==> src/rtl/param_bus_arbiter.sv <==
// Two-requester round-robin arbiter for the synth parameter bus.
// Each accepted write is played out as a setup / strobe / hold cycle on shared lines.
module param_bus_arbiter #(
    parameter int unsigned ADR_WIDTH  = 7,
    parameter int unsigned DATA_WIDTH = 8,
    parameter int unsigned SETUP_CYC  = 2,
    parameter int unsigned STROBE_CYC = 2,
    parameter int unsigned HOLD_CYC   = 1
) (
    input  logic                  sCLK_XVXENVS,
    input  logic                  iRST,
    input  logic                  req0_valid,
    input  logic [1:0]            req0_bank,
    input  logic [ADR_WIDTH-1:0]  req0_adr,
    input  logic [DATA_WIDTH-1:0] req0_data,
    output logic                  req0_ready,
    input  logic                  req1_valid,
    input  logic [1:0]            req1_bank,
    input  logic [ADR_WIDTH-1:0]  req1_adr,
    input  logic [DATA_WIDTH-1:0] req1_data,
    output logic                  req1_ready,
    output logic [DATA_WIDTH-1:0] data,
    output logic [ADR_WIDTH-1:0]  adr,
    output logic                  write,
    output logic                  osc_sel,
    output logic                  com_sel,
    output logic                  m1_sel,
    output logic                  m2_sel,
    output logic                  busy,
    output logic                  grant_id
);

    localparam int unsigned MAX_SS  = (SETUP_CYC > STROBE_CYC) ? SETUP_CYC : STROBE_CYC;
    localparam int unsigned MAX_CYC = (MAX_SS > HOLD_CYC) ? MAX_SS : HOLD_CYC;
    localparam int unsigned CNT_W   = (MAX_CYC > 1) ? $clog2(MAX_CYC) : 1;

    typedef enum logic [1:0] {
        S_IDLE,
        S_SETUP,
        S_STROBE,
        S_HOLD
    } state_e;

    state_e                  state_q, state_d;
    logic [CNT_W-1:0]        cnt_q, cnt_d;
    logic                    write_q, write_d;
    logic [3:0]              sel_q, sel_d;
    logic [DATA_WIDTH-1:0]   data_q, data_d;
    logic [ADR_WIDTH-1:0]    adr_q, adr_d;
    logic                    busy_q, busy_d;
    logic                    grant_id_q, grant_id_d;
    logic                    last_grant_q, last_grant_d;

    logic                    idle_c;
    logic                    gnt_c;
    logic                    accept_c;
    logic [1:0]              bank_c;

    // Round-robin pick: on contention the requester not served last wins.
    always_comb begin
        idle_c = (state_q == S_IDLE);
        if (req0_valid && req1_valid) begin
            gnt_c = ~last_grant_q;
        end else begin
            gnt_c = req1_valid;
        end
        req0_ready = idle_c && req0_valid && !gnt_c;
        req1_ready = idle_c && req1_valid && gnt_c;
        accept_c   = req0_ready || req1_ready;
        bank_c     = gnt_c ? req1_bank : req0_bank;
    end

    always_comb begin
        state_d      = state_q;
        cnt_d        = cnt_q;
        write_d      = write_q;
        sel_d        = sel_q;
        data_d       = data_q;
        adr_d        = adr_q;
        grant_id_d   = grant_id_q;
        last_grant_d = last_grant_q;

        unique case (state_q)
            S_IDLE: begin
                if (accept_c) begin
                    state_d      = S_SETUP;
                    cnt_d        = CNT_W'(SETUP_CYC - 1);
                    data_d       = gnt_c ? req1_data : req0_data;
                    adr_d        = gnt_c ? req1_adr : req0_adr;
                    grant_id_d   = gnt_c;
                    last_grant_d = gnt_c;
                    unique case (bank_c)
                        2'd0:    sel_d = 4'b0001;
                        2'd1:    sel_d = 4'b0010;
                        2'd2:    sel_d = 4'b0100;
                        default: sel_d = 4'b1000;
                    endcase
                end
            end
            S_SETUP: begin
                if (cnt_q == '0) begin
                    state_d = S_STROBE;
                    cnt_d   = CNT_W'(STROBE_CYC - 1);
                    write_d = 1'b0;
                end else begin
                    cnt_d = cnt_q - CNT_W'(1);
                end
            end
            S_STROBE: begin
                if (cnt_q == '0) begin
                    state_d = S_HOLD;
                    cnt_d   = CNT_W'(HOLD_CYC - 1);
                    write_d = 1'b1;
                end else begin
                    cnt_d = cnt_q - CNT_W'(1);
                end
            end
            S_HOLD: begin
                if (cnt_q == '0) begin
                    state_d = S_IDLE;
                    sel_d   = 4'b0000;
                end else begin
                    cnt_d = cnt_q - CNT_W'(1);
                end
            end
            default: begin
                state_d = S_IDLE;
                write_d = 1'b1;
                sel_d   = 4'b0000;
            end
        endcase

        busy_d = (state_d != S_IDLE);
    end

    always_ff @(posedge sCLK_XVXENVS) begin
        if (iRST) begin
            state_q      <= S_IDLE;
            cnt_q        <= '0;
            write_q      <= 1'b1;
            sel_q        <= 4'b0000;
            data_q       <= '0;
            adr_q        <= '0;
            busy_q       <= 1'b0;
            grant_id_q   <= 1'b0;
            last_grant_q <= 1'b1;
        end else begin
            state_q      <= state_d;
            cnt_q        <= cnt_d;
            write_q      <= write_d;
            sel_q        <= sel_d;
            data_q       <= data_d;
            adr_q        <= adr_d;
            busy_q       <= busy_d;
            grant_id_q   <= grant_id_d;
            last_grant_q <= last_grant_d;
        end
    end

    assign data     = data_q;
    assign adr      = adr_q;
    assign write    = write_q;
    assign osc_sel  = sel_q[0];
    assign com_sel  = sel_q[1];
    assign m1_sel   = sel_q[2];
    assign m2_sel   = sel_q[3];
    assign busy     = busy_q;
    assign grant_id = grant_id_q;

endmodule

==> config.mk <==
export PLATFORM = sky130hd
export DESIGN_NAME = param_bus_arbiter
export DESIGN_NICKNAME = d
export VERILOG_FILES = /design/src/rtl/param_bus_arbiter.sv
export SDC_FILE = /design/constraint.sdc
export NUM_CORES = 1
export LEC_CHECK = 0
export BUFFER_PORTS_ARGS = -buffer_cell sky130_fd_sc_hd__clkbuf_2
export CORE_MARGIN = 3
export CORE_UTILIZATION = 46
export DETAILED_ROUTE_END_ITERATION = 7
export GPL_TIMING_DRIVEN = 0
export PLACE_DENSITY = 0.79
export SYNTH_ARGS = -nofsm -noshare
export SYNTH_HDL_FRONTEND = slang
export SYNTH_SLANG_ARGS = --single-unit
==> constraint.sdc <==
create_clock -name sCLK_XVXENVS -period 1.8 [get_ports sCLK_XVXENVS]
set_input_delay 0.09 -clock sCLK_XVXENVS [delete_from_list [all_inputs] [get_ports sCLK_XVXENVS]]
set_output_delay 0.09 -clock sCLK_XVXENVS [all_outputs]
set_load 0.01 [all_outputs]
# Word level (Yosys, flattened, before mapping)
# Cells that the tools add are included.
word_totals:
  ff_bits: 26
  input_bits: 38
  output_inout_bits: 24
  word_cells: 56
op_classes:
  bitwise: 1
  n_eq_ne: 9
  n_addsub: 1
  n_reduce_logical: 16
  muxes: 20
ops:
  columns: ["cell", "n"]
  rows:
  - ["$pmux W4 S3", 1]
  - ["$mux W2", 5]
  - ["$mux W4", 2]
  - ["$mux W8", 1]
  - ["$pmux W2 S4", 1]
  - ["$pmux W4 S2", 1]
  - ["$mux W7", 1]
  - ["$eq A2 B2 Y1 const B", 3]
  - ["$mux W1", 6]
  - ["$ne A2 B2 Y1 const B", 3]
  - ["$reduce_and A3 Y1", 2]
  - ["$reduce_bool A2 Y1", 3]
  - ["$logic_and A1 B1 Y1", 5]
  - ["$eq A2 B1 Y1 const B", 2]
  - ["$logic_not A2 Y1", 2]
  - ["$pmux W1 S3", 1]
  - ["$ne A2 B1 Y1 const B", 1]
  - ["$pmux W1 S2", 1]
  - ["$reduce_and A2 Y1", 1]
  - ["$reduce_or A2 Y1", 1]
  - ["$logic_not A1 Y1", 1]
  - ["$logic_or A1 B1 Y1", 1]
  - ["$not A1 Y1", 1]
  - ["$sub A1 B1 Y1 const B", 1]

# Longest topological paths before layout
# Gate-level depths: netlist (run 1).
logic_depth:
  word_depth: 8
  ltp_mapped: 6
  ltp_nobuf: 3

# Worst setup path after synthesis (run 1)
# OpenSTA, ideal clock, no wires.
synth_timing:
  path_type: "register to register"
  from: "register state_q[0]"
  to: "register last_grant_q"
  required_time_ns: 1.678
  setup_slack_ns: 0.543
  arrival_time_ns: 1.135
  path_stages_with_launch: 4
  path_buffers: 1
  setup_ns: 0.122
  path_cell_list: "dfxtp_1 > buf_6 > or3b_4 > a221o_1"
synth_via:
  elab_chain_len: 5
synth_rtl:
  columns: ["item", "line_no", "rtl"]
  rows:
  - ["start: declaration", "44", "state_e state_q, state_d;"]
  - ["start signal: assignment", "148", "state_q <= state_d;"]
  - ["$logic_not A2 Y1 (*)", "61, 83", null]
  - ["$logic_and A1 B1 Y1 (on tied branches) (2 in a row)", "67, 68", null]
  - ["$logic_or A1 B1 Y1", "69", "accept_c = req0_ready || req1_ready;"]
  - ["$reduce_and A2 Y1 (no source line) (*)", null, null]
  - ["end signal: assignment", "156", "last_grant_q <= last_grant_d;"]
  - ["end: declaration", "52", "logic last_grant_q, last_grant_d;"]
# Mark *: on every way between the ends. The rest lies on a longest branch, timed or not.
# A chain may end at the register's enable or synchronous reset.

# Worst setup path after layout (run 1)
layout_timing:
  from: "register last_grant_q"
  to: "output port req1_ready"
layout_via:
  elab_chain_len: 3
layout_rtl:
  columns: ["item", "line_no", "rtl"]
  rows:
  - ["$not A1 Y1", "63", "gnt_c = ~last_grant_q;"]
  - ["$mux W1", "62", "if (req0_valid && req1_valid) begin"]
  - ["$logic_and A1 B1 Y1", "68", "req1_ready = idle_c && req1_valid && gnt_c;"]
  - ["end: declaration", "21", "output logic req1_ready,"]
# No other way between the ends.

==> reports/qor.yml, run 1 <==
run_status: "finished, final reports clean"
final.fill_count: 231
design.core.area_um2: 2610
cts_post_setup_buffers_inserted: 0
worstPathCellList: "a21bo_1 > clkbuf_1 > nor3_1 > clkbuf_2"
ys_top_cells_by_area: "dfxtp_1 39%, a311oi_2 11%, nand2_1 9.8%"
synth_area_leader_cell: "dfxtp_1"
synthSimpleGateAreaFrac_pct: 22.5
synth_seq_area_share_pct: 39.0
number_of_buffers_created_by_cts: 3
cts-htree-levels: 1
postSynthRegisterBits: 26
drive_gt1_share_pct: 40.5
std_cell_rows: 18
synth-compound-area-share_pct: 30.7
floorplan.initialDensity_pct: 51.1
p_leak_nw: 0.759
antenna-diode-count: 0
first_pass_iters: 4
placement.setup.worst_slack_ns: 0.391
number_of_global_route_vias_before_repair: 1356
via_count: 1364
port_buffers: 60
cp_max_fo: 10
cts.hold.buffers_added: 0
ctsLongestPathBuffers: 2
synth-adder-area-share_pct: 0
synth.distinct_cells: 31
cts-root-buf: "clkbuf_4"
crit_slowest_cell: "dfxtp_1"
grt_usage_pct: 20.5
post_synth_instance_area_um2: 1340
grt_start_max_net_pins: 14
clk_transition_reported_paths_ns: 0.12
final_wirelength_mm: 3.41
timing.hold.worst.class: "in -> reg"
cp_data_arrival_time_ns: 1.50
timing.final.crit_period_ns: 1.59
fmax_mhz: 628
finalHoldViolations: 0
footprint_of_the_flip_flops_and_latches_um2: 520
floorplan.die.height_um: 59.9
route.detailed.wl_per_inst_um: 13.9
cp_data_required_time_ns: 1.71
post_synth.cell_area_avg_um2: 8.79
gp_congestion: 0.765
power_density_nw_per_um2: 1360
antenna_violating_nets_post_route: 0
route.detailed.vias_per_inst: 5.57
synthToLayoutAreaGrowth_pct: 27.0
worst_slew_margin_rel_pct: 59.6
multi_input_area_um2: 719
worstSetupPathType: "reg -> out"
rsz0062_at_grt: "no"
yosys-mux-area-fraction_pct: 0
maxCapViolCount: 0
rrSetupSlack_ns: 0.40
drt_drc_violations_left: 0
grt_antenna_before_repair: 0
cp-end-kind: "output pin"
fin_setup_tns_ns: 0
yosys.area.top_type_share_pct: 39.0
synth_xor_xnor_area_share_pct: 0.655
timing.final.crit_share_pct: 88.4
final.setup_skew_ns: 0.00909
violation_count_after_the_first_detailed_routing_iteration: 32
timing.critical_path.slowest_cell_delay_ns: 0.37
tightest_slew_ns: 0.606
detailed_place_hpwl_mm: 2.64
die_width_um: 59.9
cts_tree: "done"
max-vdd-ir-drop_mv: 0.834
power.total_mw: 2.31
global_route_wire_length_before_repair_mm: 5.60
synth.net_count: 190
synth_top_family_by_area: "compound AO/OA/AOI/OAI gates"
startpoint_type: "flip-flop"
num-nets-final: 255
setup_slack_after_layout_ns: 0.209
clk-insertion-delay-late_ns: 0.33
gr-total-overflow: 0
cts_repair_resize_count: 0
design.die.area_um2: 3590
synth_cells: 152
clock-sinks: 26
synth_warnings: 0
timing.final.setup_violations: 0
max_slew_violation_count: 0
ioPinCount: 62
## registers in the layout, summed over array words and instances, names as in the netlist
name          count
busy              1
grant_id          1
write             1
cnt_q             1
data              8
last_grant_q      1
sel_q             4
state_q           2
adr               7
## routing by layer
metal / routed length [um] / vias up / part of all wire (%) / track usage, %
met5: 0 / - / 0 / 0
met4: 68 / 0 / 2.0 / 9.81
met3: 112 / 5 / 3.3 / 2.16
met2: 1770 / 31 / 52 / 39.0
met1: 1460 / 644 / 43 / 21.9
li1: - / 684 / - / -
## power breakdown
part / switching [mW] / internal, mW
clock network: 0.166 / 0.0786
registers: 0.107 / 0.767
logic: 0.656 / 0.536
## cell families (layout without fill, tap and decap cells)
group	Yosys count	after routing
buf+inv	16	79
flops	26	26
xor+xnor	1	1
compound gates	48	48
simple gates	61	61
## path summary, 6_finish.rpt
kind / startpoint / to / cells past startpoint
setup / recovery: last_grant_q$_SDFFE_PP1P_ / req1_ready / 4
hold / removal: req1_adr[1] / adr[1]$_SDFFE_PP0P_ / 3
setup reg to reg: last_grant_q$_SDFFE_PP1P_ / data[0]$_SDFFE_PP0P_ / 4
hold reg to reg: write$_SDFFE_PP1P_ / write$_SDFFE_PP1P_ / 2
## stage by stage
step | hold WS, ns | utilization, % | instance area (um^2) | cells
3_5_place_dp | 0.349 | 64.1 | 1670 | 242
2_1_floorplan | 0.250 | - | 1340 | 152
6_report | 0.00133 | 64.9 | 1700 | 245
4_1_cts | 0.00182 | 64.9 | 1700 | 245
5_1_grt | 0.00869 | 64.9 | 1700 | 245
3_3_place_gp | 0.338 | 64.1 | 1670 | 242
## cells in the final DEF, fill, tap and decap left out, types with 3 or more instances in the layout
master	count
a211oi_1	4
a21oi_1	17
a311oi_1	9
a311oi_2	10
buf_2	5
buf_6	4
clkbuf_1	7
clkbuf_2	60
clkbuf_4	3
dfxtp_1	26
nand2_1	35
nand4b_1	4
nor2_1	7
nor2b_1	3
## final cells by class
cell class / instances / area share, %
multi-input combinational: 110 / 42.4
sequential: 26 / 30.7
timing repair buffer: 60 / 17.7
buffer: 16 / 5.68
tap: 30 / 2.21
clock buffer: 3 / 1.33
## critical path, delay by kind of cell, from the launching register on
kind                   cells  cell delay (ns)
AO/OA/AOI/OAI              1             0.19
buffers and inverters      2             0.40
flip-flops                 1             0.37
AND/OR/NAND/NOR            1             0.23
## synthesized netlist by cell type
library cell and number:
nand2_1 35, dfxtp_1 26, a21oi_1 17, a311oi_2 10
a311oi_1 9, clkbuf_1 7, nor2_1 7, buf_2 5
a211oi_1 4, buf_6 4, nand4b_1 4, nor2b_1 3
nand3_1 2, nand4_1 2, a21bo_1 1, a21boi_2 1
a21o_1 1, a221o_1 1, a22oi_1 1, a31oi_1 1
and2_4 1, and3b_1 1, nand2b_1 1, nor2_4 1
nor3_1 1, o21ai_0 1, o2bb2ai_1 1, or2_1 1
or2_4 1, or3b_4 1, xnor2_1 1
Power figures use the tool's default switching activity.
==> run 2: changes to the inputs <==
RECOVER_POWER = 100   (was default)
==> run 2 against run 1 <==
  * The flow now finishes with violations (negative hold slack)
  * Die area unchanged
  * Critical path depth unchanged
  * Cell area decreased by 5.2%
==> reports/qor.yml, run 2 (same netlist as run 1, synthesis figures left out) <==
run_status: "complete, but fails checks"
violations: "negative hold slack"
worst_hold_path.num_cells: 3  # unchanged
grt_usage_pct: 20.5  # unchanged
synthToLayoutAreaGrowth_pct: 20.3
worst_slew_margin_rel_pct: 67.1  # +7.4 points
post_layout_nonfiller_instances: 245  # unchanged
grt_antenna_before_repair: 0  # unchanged
p_leak_nw: 0.669  # -12%
r2r_end: "sel_q[1]$_SDFFE_PP0P_"
startpoint_type: "flip-flop"
timing.final.crit_share_pct: 91.4  # +3.0 points
std_cell_rows: 18  # unchanged
timing.final.setup_violations: 0  # unchanged
power.total_mw: 2.19  # -5.3%
max-vdd-ir-drop_mv: 0.815  # -2.4%
cts_post_setup_buffers_inserted: 0  # unchanged
largest_reg_flops: 8  # unchanged
final_wirelength_mm: 3.47  # +1.6%
worstSetupPathType: "reg -> out"
design.core.area_um2: 2610  # unchanged
grt_start_max_net_pins: 14  # unchanged
ctsLongestPathBuffers: 2  # unchanged
timing.final.crit_period_ns: 1.64  # +0.0532 ns
floorplan.initialDensity_pct: 51.1  # unchanged
first_pass_iters: 4  # unchanged
antenna-diode-count: 0  # unchanged
rrSetupSlack_ns: 0.20  # -0.20 ns
gr-total-overflow: 0  # unchanged
most-common-layout-cells: "37 x clkbuf_2, 35 x nand2_1, 31 x clkbuf_1"
route.detailed.vias_per_inst: 5.51  # -1.1%
route.detailed.wl_per_inst_um: 14.1  # +1.6%
min_from: "req1_adr[5]"
finalHoldViolations: 3  # +3
drive_gt1_share_pct: 25.1  # -15 points
gp_congestion: 0.765  # unchanged
global_route_wire_length_before_repair_mm: 5.60  # unchanged
fmax_mhz: 608  # -3.2%
number_of_buffers_created_by_cts: 3  # unchanged
die_width_um: 59.9  # unchanged
cts_repair_resize_count: 0  # unchanged
rsz0062_at_grt: "no"
cts-htree-levels: 1  # unchanged
reg2reg_from: "state_q[1]$_SDFF_PP0_"
setup_slack_after_layout_ns: 0.156  # -0.0532 ns
port_buffers: 60  # unchanged
ff2ff_path_depth: 5  # +1
cp_data_required_time_ns: 1.71  # about the same
cts-root-buf: "clkbuf_4"
fin_setup_tns_ns: 0  # unchanged
cp_data_arrival_time_ns: 1.55  # +0.05 ns
power_density_nw_per_um2: 1360  # about the same
placement.setup.worst_slack_ns: 0.391  # unchanged
maxCapViolCount: 0  # unchanged
num-nets-final: 255  # unchanged
via_count: 1349  # -1.1%
clk_transition_reported_paths_ns: 0.14  # +0.02 ns
clock-sinks: 26  # unchanged
placed_cell_area_um2: 1670  # unchanged
design.die.area_um2: 3590  # unchanged
clk-insertion-delay-late_ns: 0.32  # about the same
max_slew_violation_count: 0  # unchanged
antenna_violating_nets_post_route: 0  # unchanged
tightest_slew_ns: 0.494  # -0.112 ns
final_design_area_no_fill_um2: 1610  # -5.2%
worst_hold_check_slack_ns: -0.00908  # -0.0104 ns
cp-end-kind: "output pin"
number_of_global_route_vias_before_repair: 1356  # unchanged
detailed_place_hpwl_mm: 2.64  # unchanged
drt_drc_violations_left: 0  # unchanged
ioPinCount: 62  # unchanged
layout.cells.most_common: "clkbuf_2"
numPlacedInstances: 242  # unchanged
floorplan.die.height_um: 59.9  # unchanged
cts_tree: "done"
violation_count_after_the_first_detailed_routing_iteration: 35  # +9.4%
final.setup_skew_ns: 0.00654  # -0.00255 ns
cts.hold.buffers_added: 0  # unchanged
cp_max_fo: 10  # unchanged
timing.hold.worst.class: "in -> reg"
worst_hold_path.endpoint: "adr[5]$_SDFFE_PP0P_"
==> run 2: final cells by class <==
type,count,area (um^2)
flip-flops and latches,26,520
multi-input cells,110,667
plain buffers,16,88.8
clock buffers,3,22.5
fillers,264,1000
well taps,30,37.5
repair buffers,60,272
==> run 2: report_power, final <==
part,total [mW],switching (mW),internal [mW]
clock network,0.245,0.167,0.0785
logic,1.07,0.626,0.444
registers,0.873,0.105,0.767
total,2.19,0.898,1.29
==> run 2: worst max-delay path by stage <==
| stage | startpoint | end | slack (ns) |
|---|---|---|---|
| final | state_q[1]$_SDFF_PP0_ | req0_ready | 0.16 |
| after global routing | state_q[1]$_SDFF_PP0_ | req0_ready | 0.07 |
| after CTS | last_grant_q$_SDFFE_PP1P_ | req1_ready | 0.19 |
| after detailed placement | last_grant_q$_SDFFE_PP1P_ | adr[5]$_SDFFE_PP0P_ | 0.39 |
| after global placement | last_grant_q$_SDFFE_PP1P_ | data[1]$_SDFFE_PP0P_ | 0.48 |
| after floorplan | state_q[0]$_SDFF_PP0_ | last_grant_q$_SDFFE_PP1P_ | 0.54 |
==> run 2: layer usage <==
metal / share of wire, % / global-route usage, % / routed length, um
met1: 44 / 21.9 / 1530
met2: 51 / 39.0 / 1770
met3: 3.1 / 2.16 / 108
met4: 1.7 / 9.81 / 59
met5: 0 / 0 / 0
==> run 2: worst max-delay path, cell delays in order (launching register included) <==
cell	delay, ns
dfxtp_1	0.32
clkbuf_1	0.23
or3b_4	0.45
nor2_1	0.09
clkbuf_2	0.14
==> run 2: metrics by stage <==
| stage | hold slack (ns) | util (%) |
|---|---|---|
| 2_1_floorplan | 0.250 | - |
| 3_3_place_gp | 0.338 | 64.1 |
| 3_5_place_dp | 0.349 | 64.1 |
| 4_1_cts | 0.00182 | 64.9 |
| 5_1_grt | 0.000582 | 61.5 |
| 6_report | -0.00908 | 61.5 |
==> run 3: changes to the inputs <==
--- a/config.mk
+++ b/config.mk
@@ -8,8 +8,9 @@
 export BUFFER_PORTS_ARGS = -buffer_cell sky130_fd_sc_hd__clkbuf_2
 export CORE_MARGIN = 3
-export CORE_UTILIZATION = 46
+export CORE_UTILIZATION = 48
+export CTS_BUF_LIST = sky130_fd_sc_hd__clkbuf_8
 export DETAILED_ROUTE_END_ITERATION = 7
 export GPL_TIMING_DRIVEN = 0
-export PLACE_DENSITY = 0.79
+export PLACE_DENSITY = 0.82
 export RECOVER_POWER = 100
 export SYNTH_ARGS = -nofsm -noshare
==> constraint.sdc (replaced) <==
create_clock -name sCLK_XVXENVS -period 1.8 [get_ports sCLK_XVXENVS]
set_input_delay 0.09 -clock sCLK_XVXENVS [delete_from_list [all_inputs] [get_ports sCLK_XVXENVS]]
set_output_delay 0.09 -clock sCLK_XVXENVS [all_outputs]
set_load 0.02 [all_outputs]
==> run 3 against run 2 <==
  * The flow now finishes without violations
  * Largest cell class unchanged
  * Critical endpoint unchanged
  * Hold slack better by 0.067 ns
  * Combinational power rose by 12%
  * Critical path type unchanged
  * Maximum frequency grew 1.5%
  * First-iteration DRC count is 2.9% lower
==> reports/qor.yml, run 3 (same netlist as run 1, synthesis figures left out) <==
fin_setup_tns_ns: 0  # unchanged
violation_count_after_the_first_detailed_routing_iteration: 34  # -2.9%
num-nets-final: 255  # unchanged
final_wirelength_mm: 3.44  # -0.75%
timing.hold.worst.class: "in -> reg"
postLayoutCoreUtil_pct: 63.3  # +1.8 points
final.setup_skew_ns: 0.00450  # -0.00204 ns
largest_reg_flops: 8  # unchanged
rrSetupSlack_ns: 0.26  # +0.06 ns
startpoint_type: "flip-flop"
placement.setup.worst_slack_ns: 0.364  # -0.0268 ns
detailed_place_hpwl_mm: 2.69  # +1.8%
power.total_mw: 2.39  # +9.1%
min_from: "req0_adr[4]"
power_density_nw_per_um2: 1470  # +7.9%
crit_slowest_cell: "or3b_1"
fmax_mhz: 617  # +1.5%
drt_drc_violations_left: 0  # unchanged
timing.critical_path.slowest_cell_delay_ns: 0.47  # +0.02 ns
total_switching_power_mw: 1.03  # +14%
worst_slew_margin_rel_pct: 65.5  # -1.5 points
antenna-diode-count: 0  # unchanged
grt_usage_pct: 20.8  # +0.36 points
ioPinCount: 62  # unchanged
drive_gt1_share_pct: 25.1  # unchanged
synthToLayoutAreaGrowth_pct: 21.6
clk-insertion-delay-late_ns: 0.27  # -0.05 ns
first_pass_iters: 4  # unchanged
cts-htree-levels: 1  # unchanged
route.detailed.vias_per_inst: 5.66  # +2.8%
design.core.area_um2: 2570  # -1.7%
gp_congestion: 0.781  # +2.2%
cts_post_setup_buffers_inserted: 0  # unchanged
setup_slack_after_layout_ns: 0.180  # +0.0243 ns
grt_antenna_before_repair: 0  # unchanged
reg2reg_from: "state_q[0]$_SDFF_PP0_"
cts_repair_resize_count: 0  # unchanged
timing.final.crit_period_ns: 1.62  # -0.0243 ns
worst_hold_path.endpoint: "adr[4]$_SDFFE_PP0P_"
worst_hold_check_slack_ns: 0.0581  # +0.0672 ns
cp_data_required_time_ns: 1.71  # about the same
power.clock.fraction_pct: 13.4  # +2.2 points
power.share.combinational_pct: 50.1  # +1.2 points
r2r_end: "adr[5]$_SDFFE_PP0P_"
port_buffers: 60  # unchanged
finalHoldViolations: 0  # -3
cellInternalPower_mw: 1.36  # +5.4%
number_of_global_route_vias_before_repair: 1376  # +1.5%
layout.cells.most_common: "clkbuf_2"
most-common-layout-cells: "38 x clkbuf_2, 35 x nand2_1, 30 x clkbuf_1"
ff2ff_path_depth: 6  # +1
max-vdd-ir-drop_mv: 0.960  # +18%
timing.final.setup_violations: 0  # unchanged
antenna_violating_nets_post_route: 0  # unchanged
max_slew_violation_count: 0  # unchanged
timing.final.crit_share_pct: 90.0  # -1.3 points
design.die.area_um2: 3450  # -3.8%
floorplan.initialDensity_pct: 52.0  # +0.90 points
switching_share_pct: 43.0  # +2.0 points
clk_transition_reported_paths_ns: 0.08  # -0.06 ns
cp-end-kind: "output pin"
cts.hold.buffers_added: 0  # unchanged
floorplan.die.height_um: 58.8  # -1.9%
cp_top_family: "simple AND/OR/NAND/NOR gates"
p_leak_nw: 0.679  # +1.6%
global_route_wire_length_before_repair_mm: 5.66  # +1.1%
tightest_slew_ns: 0.517  # +0.0228 ns
cp_num_buf_inv: 2  # unchanged
cts_tree: "done"
worstSetupPathType: "reg -> out"
clock-sinks: 26  # unchanged
worst-path-stages: 4  # unchanged
cts-root-buf: "clkbuf_8"
rsz0062_at_grt: "no"
number_of_buffers_created_by_cts: 3  # unchanged
cp_data_arrival_time_ns: 1.53  # -0.02 ns
die_width_um: 58.8  # -1.9%
std_cell_rows: 18  # unchanged
timing.critical_path.from: "state_q[0]$_SDFF_PP0_"
worstPathCellList: "clkbuf_1 > or3b_1 > nor2_1 > clkbuf_2"
ctsLongestPathBuffers: 2  # unchanged
worst_hold_path.num_cells: 3  # unchanged
run_status: "finished, final reports clean"
grt_start_max_net_pins: 14  # unchanged
cp_max_fo: 9  # -1
via_count: 1387  # +2.8%
gr-total-overflow: 0  # unchanged
maxCapViolCount: 0  # unchanged
seqPwrFrac_pct: 36.5  # -3.4 points
route.detailed.wl_per_inst_um: 14.0  # -0.75%
-- run 3: cell types whose count changed in the layout (fill, tap and decap cells not counted) --
cell / before / now
clkbuf_1: 31 / 30
clkbuf_2: 37 / 38
clkbuf_4: 3 / 0
clkbuf_8: 0 / 3
or3b_1: 0 / 1
or3b_4: 1 / 0
-- run 3: layout make-up --
cell class,instances,area [um^2]
sequential,26,520
timing repair buffer,60,273
clock buffer,3,41.3
multi-input combinational,110,664
fill,256,942
tap,30,37.5
buffer,16,88.8
-- run 3: metrics by stage --
step / cell area (um^2) / std cells
final: 1630 / 245
after global routing: 1630 / 245
after CTS: 1720 / 245
after detailed placement: 1670 / 242
after global placement: 1670 / 242
after floorplan: 1340 / 152
-- run 3: routing by layer --
layer  wire (um)  track usage, %
met5           0               0
met4         111            11.7
met3         145            1.75
met2        1810            38.3
met1        1380            23.1
-- run 3: worst register-to-register path, cell delays in order, from the launching register on --
cell and delay (ns):
dfxtp_1 0.32, clkbuf_1 0.33, nor2_4 0.11, and2_0 0.18
buf_6 0.14, buf_6 0.14, a311oi_1 0.24
-- run 3: how the worst max path moves through the flow --
stage / to / slack (ns)
after floorplan: last_grant_q$_SDFFE_PP1P_ / 0.54
after global placement: adr[4]$_SDFFE_PP0P_ / 0.51
after detailed placement: adr[5]$_SDFFE_PP0P_ / 0.36
after CTS: req1_ready / 0.25
after global routing: req0_ready / 0.08
final: req0_ready / 0.18
-- run 3: power by group through the flow --
stage	clock, mW	sequential, mW	combinational, mW
after floorplan	0	1.07	0.774
after global placement	0	0.880	1.28
after detailed placement	0	0.887	1.33
after CTS	0.320	0.876	1.33
after global routing	0.334	0.897	1.32
final	0.320	0.871	1.20
